`src/rtl/cpu_ctrl_pkg.sv`:
```
// Shared encodings for the multi-cycle MIPS-subset control FSM:
// state codes, opcode/funct values, ALU operations and datapath mux selects.
package cpu_ctrl_pkg;

  localparam logic [2:0] S_IF  = 3'd0;
  localparam logic [2:0] S_ID  = 3'd1;
  localparam logic [2:0] S_EX  = 3'd2;
  localparam logic [2:0] S_MEM = 3'd3;
  localparam logic [2:0] S_WB  = 3'd4;

  localparam logic [5:0] OP_RTYPE = 6'h00;
  localparam logic [5:0] OP_J     = 6'h02;
  localparam logic [5:0] OP_JAL   = 6'h03;
  localparam logic [5:0] OP_BEQ   = 6'h04;
  localparam logic [5:0] OP_ADDI  = 6'h08;
  localparam logic [5:0] OP_ADDIU = 6'h09;
  localparam logic [5:0] OP_SLTI  = 6'h0a;
  localparam logic [5:0] OP_SLTIU = 6'h0b;
  localparam logic [5:0] OP_ANDI  = 6'h0c;
  localparam logic [5:0] OP_ORI   = 6'h0d;
  localparam logic [5:0] OP_LUI   = 6'h0f;
  localparam logic [5:0] OP_LW    = 6'h23;
  localparam logic [5:0] OP_SW    = 6'h2b;

  localparam logic [5:0] FN_SLL  = 6'h00;
  localparam logic [5:0] FN_SRL  = 6'h02;
  localparam logic [5:0] FN_SRA  = 6'h03;
  localparam logic [5:0] FN_JR   = 6'h08;
  localparam logic [5:0] FN_JALR = 6'h09;

  localparam logic [2:0] ALU_ADD   = 3'b000;
  localparam logic [2:0] ALU_SUB   = 3'b001;
  localparam logic [2:0] ALU_FUNCT = 3'b010;
  localparam logic [2:0] ALU_AND   = 3'b011;
  localparam logic [2:0] ALU_OR    = 3'b100;
  localparam logic [2:0] ALU_SLT   = 3'b101;
  localparam logic [2:0] ALU_SLTU  = 3'b110;
  localparam logic [2:0] ALU_LUI   = 3'b111;

  localparam logic [1:0] REGDST_RT = 2'b00;
  localparam logic [1:0] REGDST_RD = 2'b01;
  localparam logic [1:0] REGDST_RA = 2'b10;

  localparam logic [1:0] M2R_ALUOUT = 2'b00;
  localparam logic [1:0] M2R_MDR    = 2'b01;
  localparam logic [1:0] M2R_PC     = 2'b10;

  localparam logic [1:0] SRCA_PC    = 2'b00;
  localparam logic [1:0] SRCA_REGA  = 2'b01;
  localparam logic [1:0] SRCA_SHAMT = 2'b10;

  localparam logic [1:0] SRCB_REGB    = 2'b00;
  localparam logic [1:0] SRCB_FOUR    = 2'b01;
  localparam logic [1:0] SRCB_IMM     = 2'b10;
  localparam logic [1:0] SRCB_IMM_SH2 = 2'b11;

  localparam logic [1:0] PCSRC_ALU    = 2'b00;
  localparam logic [1:0] PCSRC_ALUOUT = 2'b01;
  localparam logic [1:0] PCSRC_JUMP   = 2'b10;
  localparam logic [1:0] PCSRC_REGA   = 2'b11;

  function automatic logic op_supported(input logic [5:0] op);
    return op inside {OP_RTYPE, OP_J, OP_JAL, OP_BEQ, OP_ADDI, OP_ADDIU, OP_SLTI,
                      OP_SLTIU, OP_ANDI, OP_ORI, OP_LUI, OP_LW, OP_SW};
  endfunction

  // Jumps and unsupported opcodes complete in ID and never reach EX.
  function automatic logic ends_in_id(input logic [5:0] op, input logic [5:0] funct);
    return (op == OP_J) || (op == OP_JAL) ||
           ((op == OP_RTYPE) && ((funct == FN_JR) || (funct == FN_JALR))) ||
           !op_supported(op);
  endfunction

endpackage

```
`src/rtl/mc_output_decode.sv`:
```
// Combinational control-word decode from the current state and instruction fields.
module mc_output_decode
  import cpu_ctrl_pkg::*;
(
  input  logic [2:0] state,
  input  logic [5:0] OpCode,
  input  logic [5:0] Funct,
  input  logic       Zero,
  output logic       PCWrite,
  output logic       IorD,
  output logic       MemRead,
  output logic       MemWrite,
  output logic       IRWrite,
  output logic       RegWrite,
  output logic [1:0] RegDst,
  output logic [1:0] MemtoReg,
  output logic [1:0] ALUSrcA,
  output logic [1:0] ALUSrcB,
  output logic [2:0] ALUOp,
  output logic       ExtOp,
  output logic [1:0] PCSource
);

  always_comb begin
    PCWrite  = 1'b0;
    IorD     = 1'b0;
    MemRead  = 1'b0;
    MemWrite = 1'b0;
    IRWrite  = 1'b0;
    RegWrite = 1'b0;
    RegDst   = REGDST_RT;
    MemtoReg = M2R_ALUOUT;
    ALUSrcA  = SRCA_PC;
    ALUSrcB  = SRCB_REGB;
    ALUOp    = ALU_ADD;
    ExtOp    = 1'b0;
    PCSource = PCSRC_ALU;

    case (state)
      S_IF: begin
        MemRead  = 1'b1;
        IRWrite  = 1'b1;
        PCWrite  = 1'b1;
        ALUSrcB  = SRCB_FOUR;
      end

      S_ID: begin
        // ALU precomputes PC+4 + (imm<<2) so beq can use ALUOut in EX.
        ALUSrcB = SRCB_IMM_SH2;
        ExtOp   = 1'b1;
        if (OpCode == OP_J || OpCode == OP_JAL) begin
          PCWrite  = 1'b1;
          PCSource = PCSRC_JUMP;
          if (OpCode == OP_JAL) begin
            RegWrite = 1'b1;
            RegDst   = REGDST_RA;
            MemtoReg = M2R_PC;
          end
        end else if (OpCode == OP_RTYPE && (Funct == FN_JR || Funct == FN_JALR)) begin
          PCWrite  = 1'b1;
          PCSource = PCSRC_REGA;
          if (Funct == FN_JALR) begin
            RegWrite = 1'b1;
            RegDst   = REGDST_RD;
            MemtoReg = M2R_PC;
          end
        end
      end

      S_EX: begin
        case (OpCode)
          OP_BEQ: begin
            ALUSrcA  = SRCA_REGA;
            ALUOp    = ALU_SUB;
            PCSource = PCSRC_ALUOUT;
            PCWrite  = Zero;
          end
          OP_LW, OP_SW, OP_ADDI, OP_ADDIU: begin
            ALUSrcA = SRCA_REGA;
            ALUSrcB = SRCB_IMM;
            ExtOp   = 1'b1;
          end
          OP_SLTI, OP_SLTIU: begin
            ALUSrcA = SRCA_REGA;
            ALUSrcB = SRCB_IMM;
            ExtOp   = 1'b1;
            ALUOp   = (OpCode == OP_SLTI) ? ALU_SLT : ALU_SLTU;
          end
          OP_ANDI, OP_ORI: begin
            ALUSrcA = SRCA_REGA;
            ALUSrcB = SRCB_IMM;
            ALUOp   = (OpCode == OP_ANDI) ? ALU_AND : ALU_OR;
          end
          OP_LUI: begin
            ALUSrcB = SRCB_IMM;
            ALUOp   = ALU_LUI;
          end
          OP_RTYPE: begin
            ALUOp   = ALU_FUNCT;
            ALUSrcA = (Funct inside {FN_SLL, FN_SRL, FN_SRA}) ? SRCA_SHAMT : SRCA_REGA;
          end
          default: ;
        endcase
      end

      S_MEM: begin
        if (OpCode == OP_LW) begin
          MemRead = 1'b1;
          IorD    = 1'b1;
        end else if (OpCode == OP_SW) begin
          MemWrite = 1'b1;
          IorD     = 1'b1;
        end
      end

      S_WB: begin
        case (OpCode)
          OP_LW: begin
            RegWrite = 1'b1;
            MemtoReg = M2R_MDR;
          end
          OP_RTYPE: begin
            RegWrite = 1'b1;
            RegDst   = REGDST_RD;
          end
          OP_ADDI, OP_ADDIU, OP_SLTI, OP_SLTIU, OP_ANDI, OP_ORI, OP_LUI: RegWrite = 1'b1;
          default: ;
        endcase
      end

      default: ;
    endcase
  end

endmodule

```
`src/rtl/multicycle_controller.sv`:
```
// Multi-cycle CPU control FSM: state register, next-state logic and reset gating of the control word.
//   state | meaning
//   IF  0 | fetch instruction, PC <= PC+4
//   ID  1 | decode, branch target precompute, jumps complete
//   EX  2 | ALU operation / branch resolve
//   MEM 3 | data memory access (lw/sw)
//   WB  4 | register-file write-back
//   5-7   | illegal, recover to IF
module multicycle_controller
  import cpu_ctrl_pkg::*;
(
  input  logic       clk,
  input  logic       reset,
  input  logic [5:0] OpCode,
  input  logic [5:0] Funct,
  input  logic       Zero,
  output logic       PCWrite,
  output logic       IorD,
  output logic       MemRead,
  output logic       MemWrite,
  output logic       IRWrite,
  output logic       RegWrite,
  output logic [1:0] RegDst,
  output logic [1:0] MemtoReg,
  output logic [1:0] ALUSrcA,
  output logic [1:0] ALUSrcB,
  output logic [2:0] ALUOp,
  output logic       ExtOp,
  output logic [1:0] PCSource,
  output logic [2:0] State
);

  logic [2:0] state_q, state_d;

  logic       dec_pcwrite, dec_iord, dec_memread, dec_memwrite, dec_irwrite, dec_regwrite;
  logic       dec_extop;
  logic [1:0] dec_regdst, dec_memtoreg, dec_alusrca, dec_alusrcb, dec_pcsource;
  logic [2:0] dec_aluop;

  always_comb begin
    state_d = S_IF;
    case (state_q)
      S_IF:    state_d = S_ID;
      S_ID:    state_d = ends_in_id(OpCode, Funct) ? S_IF : S_EX;
      S_EX: begin
        if (OpCode == OP_BEQ)                         state_d = S_IF;
        else if (OpCode == OP_LW || OpCode == OP_SW) state_d = S_MEM;
        else                                          state_d = S_WB;
      end
      S_MEM:   state_d = (OpCode == OP_LW) ? S_WB : S_IF;
      S_WB:    state_d = S_IF;
      default: state_d = S_IF;
    endcase
  end

  always_ff @(posedge clk or posedge reset) begin
    if (reset) state_q <= S_IF;
    else       state_q <= state_d;
  end

  mc_output_decode u_decode (
    .state    (state_q),
    .OpCode   (OpCode),
    .Funct    (Funct),
    .Zero     (Zero),
    .PCWrite  (dec_pcwrite),
    .IorD     (dec_iord),
    .MemRead  (dec_memread),
    .MemWrite (dec_memwrite),
    .IRWrite  (dec_irwrite),
    .RegWrite (dec_regwrite),
    .RegDst   (dec_regdst),
    .MemtoReg (dec_memtoreg),
    .ALUSrcA  (dec_alusrca),
    .ALUSrcB  (dec_alusrcb),
    .ALUOp    (dec_aluop),
    .ExtOp    (dec_extop),
    .PCSource (dec_pcsource)
  );

  // The whole control word is held at zero while reset is high so no strobe can fire.
  assign PCWrite  = reset ? 1'b0   : dec_pcwrite;
  assign IorD     = reset ? 1'b0   : dec_iord;
  assign MemRead  = reset ? 1'b0   : dec_memread;
  assign MemWrite = reset ? 1'b0   : dec_memwrite;
  assign IRWrite  = reset ? 1'b0   : dec_irwrite;
  assign RegWrite = reset ? 1'b0   : dec_regwrite;
  assign RegDst   = reset ? 2'b00  : dec_regdst;
  assign MemtoReg = reset ? 2'b00  : dec_memtoreg;
  assign ALUSrcA  = reset ? 2'b00  : dec_alusrca;
  assign ALUSrcB  = reset ? 2'b00  : dec_alusrcb;
  assign ALUOp    = reset ? 3'b000 : dec_aluop;
  assign ExtOp    = reset ? 1'b0   : dec_extop;
  assign PCSource = reset ? 2'b00  : dec_pcsource;
  assign State    = reset ? S_IF   : state_q;

endmodule

```
`config.mk`:
```
export PLATFORM = sky130hd
export DESIGN_NAME = multicycle_controller
export DESIGN_NICKNAME = d
export VERILOG_FILES = /design/src/rtl/cpu_ctrl_pkg.sv /design/src/rtl/mc_output_decode.sv /design/src/rtl/multicycle_controller.sv
export SDC_FILE = /design/constraint.sdc
export NUM_CORES = 1
export LEC_CHECK = 0
export BUFFER_PORTS_ARGS = -buffer_cell sky130_fd_sc_hd__buf_4
export CAP_MARGIN = 15
export CORE_MARGIN = 2
export CORE_UTILIZATION = 38
export CTS_BUF_LIST = sky130_fd_sc_hd__clkbuf_4 sky130_fd_sc_hd__clkbuf_8 sky130_fd_sc_hd__clkbuf_16
export DETAILED_ROUTE_END_ITERATION = 10
export GPL_TIMING_DRIVEN = 0
export HOLD_SLACK_MARGIN = 0.06
export PLACE_DENSITY = 0.68
export SYNTH_ARGS = -nofsm -noshare
export SYNTH_HDL_FRONTEND = slang
export SYNTH_SLANG_ARGS = --single-unit
```
`constraint.sdc`:
```
create_clock -name clk -period 3.9 [get_ports clk]
set_input_delay 0.195 -clock clk [delete_from_list [all_inputs] [get_ports clk]]
set_output_delay 0.195 -clock clk [all_outputs]
set_load 0.05 [all_outputs]
```
==> summary.md <==
| Metric | Value |
|---|---|
| Clock tree buffer depth | 2 |
| Post-synth EDFFs | 0 |
| Core ar. | 1690 µm² |
| Clock Skew | 0.00170 ns |
| # H-tree levels | 1 |
| Starting Density | 39.8% |
| CP Capture Type | primary output |
| Place WS | 1.55 ns |
| PortBufs | 35 |
| Syn_nets | 119 |
| Vias | 928 |
| Final worst path period share | 59.9% |
| Die H | 46.1 µm |
| M1 wire length | 916 µm |
| CP Class | input pin to primary output |
| Critical path fanouts, max | 4 |
| Tot GR Track Use | 21.1% |
| Diode count | 0 |
| Commonest cells in the netlist | nor2_1 (10), clkbuf_1 (9), nand3_1 (8) |
| Synth Area in Adders | 0% |
| Critical Path AT | 2.14 ns |
| FFs w/ async S/R, synth | 100% |
| CP required | 3.70 ns |
| Status | finished clean |
| Primary FF master, synth | dfrtp_1 |
| Crit-path max cell delay | 0.54 ns |
| Mapped Cells | 104 |
| Synth Area in Compound Gates | 30.0% |
| First-pass DRT Iterations | 5 |
| Mux contribution to synthesized area | 1.49% |
| CP Buf/Inv Count | 2 |
| Final GP Congestion | 0.867 |
| XOR/XNOR Fraction of Synth Area | 0% |
| Worst-path clk slew | 0.04 ns |
| CTS tree | built |
| Fin crit period | 2.34 ns |
| CTS Buf Count | 3 |
| Reg area | 75.1 µm² |
| Post-synth top area cell | dfrtp_1 |
| Share of layout cells above drive strength 1 | 30.8% |
| Initial antenna violation count | 0 |
| Largest net degree at the start of global routing | 11 |
| Resized Gates After CTS | 0 |
| Top Layer Used | met4 |
| First-pass GRT wire length | 3390 µm |
| Worst skew pair latency | 0.23 ns |
| Fmax | 428 MHz |
| Die W | 46.1 µm |
| Worst slew pin tran | 0.456 ns |
| Top flop regs | state_q (3) |
| Hold buffers post-CTS | 0 |
| Power per cell area | 350 nW/µm² |
| Max reg flops | 3 |
| Synth Warn # | 0 |
| Die area | 2120 µm² |
| Relative slew slack | 69.3% |
| Avg Inst Size Synth | 6.46 µm² |
| Nets | 159 |
| Vias per cell | 5.80 |
| Unique masters post-synth | 38 |
| Fin. Hold Viols | 0 |
| Sink Count | 3 |
| Leak | 0.426 nW |
| Simple-gate share of the synthesized area | 48.4% |
| Setup TNS | 0 ns |
| Crit-path slowest cell | or4_4 |
| Setup violations, final | 0 |
| Sequential share of the synthesized area | 11.2% |
| Most common cell in the netlist | nor2_1 |
| Worst-path cell chain | buf_4, or4_4, or4_4, a211o_1, a211oi_2, buf_4 |
| Metal3 WL | 141 µm |
| Synth top area share | 11.2% |
| Fillers | 165 |
| Kind of cell adding the most delay to the critical path | simple AND/OR/NAND/NOR gates |
| Cell Area, Synth | 672 µm² |
| Largest family of logic cells by synthesized area | simple AND/OR/NAND/NOR gates |
| DR WL met2 | 1050 µm |
| Final ANT Viol Nets | 0 |
| HPWL Detailed | 1680 µm |
| Iteration-0 DRC Markers | 35 |
| Peak supply drop | 0.182 mV |
| WL final | 2130 µm |
| Setup Fix Bufs, Post-CTS | 0 |
| CTS Root Cell | clkbuf_4 |
| Min-delay worst type | input pin to asynchronous set/reset pin |
| Area delta synth->final | 46.7% |
| #FFs+latches synth | 3 |
| Max Cap Viol | 0 |
| Max Slew Vio Count | 0 |
| Area of the multi-input gates | 537 µm² |
| Crit path launch type | input pin |
| RSZ-0062 raised after global routing | false |
| Row count | 15 |
| Number of remaining DRC errors | 0 |
| Top reg by flops | state_q |
| Final WS setup | 1.56 ns |
| Synth top area cells | dfrtp_1 (11%), nand3_1 (6.0%), nor2_1 (5.6%), clkbuf_1 (5.0%), nand2b_1 (4.7%) |
| Drt wl/cell | 13.3 µm |
| Vias in the first global route | 820 |
| IO Pins | 38 |
| Overflow after GRT | 0 |
## worst paths after layout
path | startpoint | endpoint | slack, ns | cells past startpoint
max | OpCode[2] | RegWrite | 1.56 | 6
min | reset | state_q[0] | 0.13 | 3
max reg2reg | state_q[0] | state_q[1] | 2.44 | 4
min reg2reg | state_q[0] | state_q[0] | 0.58 | 1
max in group asynchronous | reset | state_q[2] | 3.64 | 3
min in group clk | OpCode[4] | state_q[2] | 0.41 | 3
## power breakdown
| group | switching (W) | internal [W] | total (W) |
|---|---|---|---|
| combinational | 0.000157 | 0.0000739 | 0.000231 |
| sequential | 0.0000121 | 0.0000390 | 0.0000511 |
| clock | 0.0000175 | 0.0000454 | 0.0000629 |
| total | 0.000187 | 0.000158 | 0.000345 |
## metal layers
metal	up-vias	track usage, %
met4	0	9.14
met3	2	1.57
met5	-	0
met1	421	27.4
met2	37	35.3
li1	468	-
## layout by cell type, fill, tap and decap left out, drive strengths merged, types with 2 or more instances in the layout
master	Yosys	final
a21o	2	2
o32ai	2	2
o21ai	3	3
nand3	8	8
a211oi	2	2
nand2	6	6
or4	4	4
and2	4	4
dfrtp	3	3
nor2	10	10
nor4	3	3
or2	2	2
a311o	2	2
clkbuf	9	13
buf	0	35
nand2b	5	5
nor3	3	3
nor2b	5	5
a211o	2	2
inv	7	7
a21oi	6	6
## per-stage QoR
| step | instances | area [µm²] | util [%] | hold WS, ns | power (W) |
|---|---|---|---|---|---|
| detailed placement | 156 | 956 | 56.6 | 0.370 | 0.000281 |
| global route | 160 | 986 | 58.4 | 0.148 | 0.000366 |
| CTS | 160 | 986 | 58.4 | 0.113 | 0.000348 |
| finish | 160 | 986 | 58.4 | 0.127 | 0.000345 |
| floorplan | 104 | 672 | - | 0.164 | 0.000215 |
| global placement | 156 | 956 | 56.6 | 0.362 | 0.000280 |
## cell families (layout without fill, tap and decap cells)
group,after synthesis,after routing
AO/OA/AOI/OAI,27,27
multiplexers,1,1
buffers and inverters,16,55
AND/OR/NAND/NOR,57,57
flip-flops,3,3
## area by class of cell
| cell class | instances | share of cell area, % |
|---|---|---|
| multi-input combinational | 85 | 54.4 |
| timing repair buffer | 35 | 26.6 |
| sequential | 3 | 7.61 |
| buffer | 9 | 3.43 |
| clock buffer | 4 | 3.05 |
| inverter | 7 | 2.66 |
| tap | 17 | 2.16 |
## worst reg2reg max path, stage by stage, from the launching register on
cell,delay (ns)
dfrtp_1,0.46
nand2b_1,0.17
a311oi_1,0.42
nand2_1,0.10
o31ai_1,0.21
(Power assumes the default switching activity.)
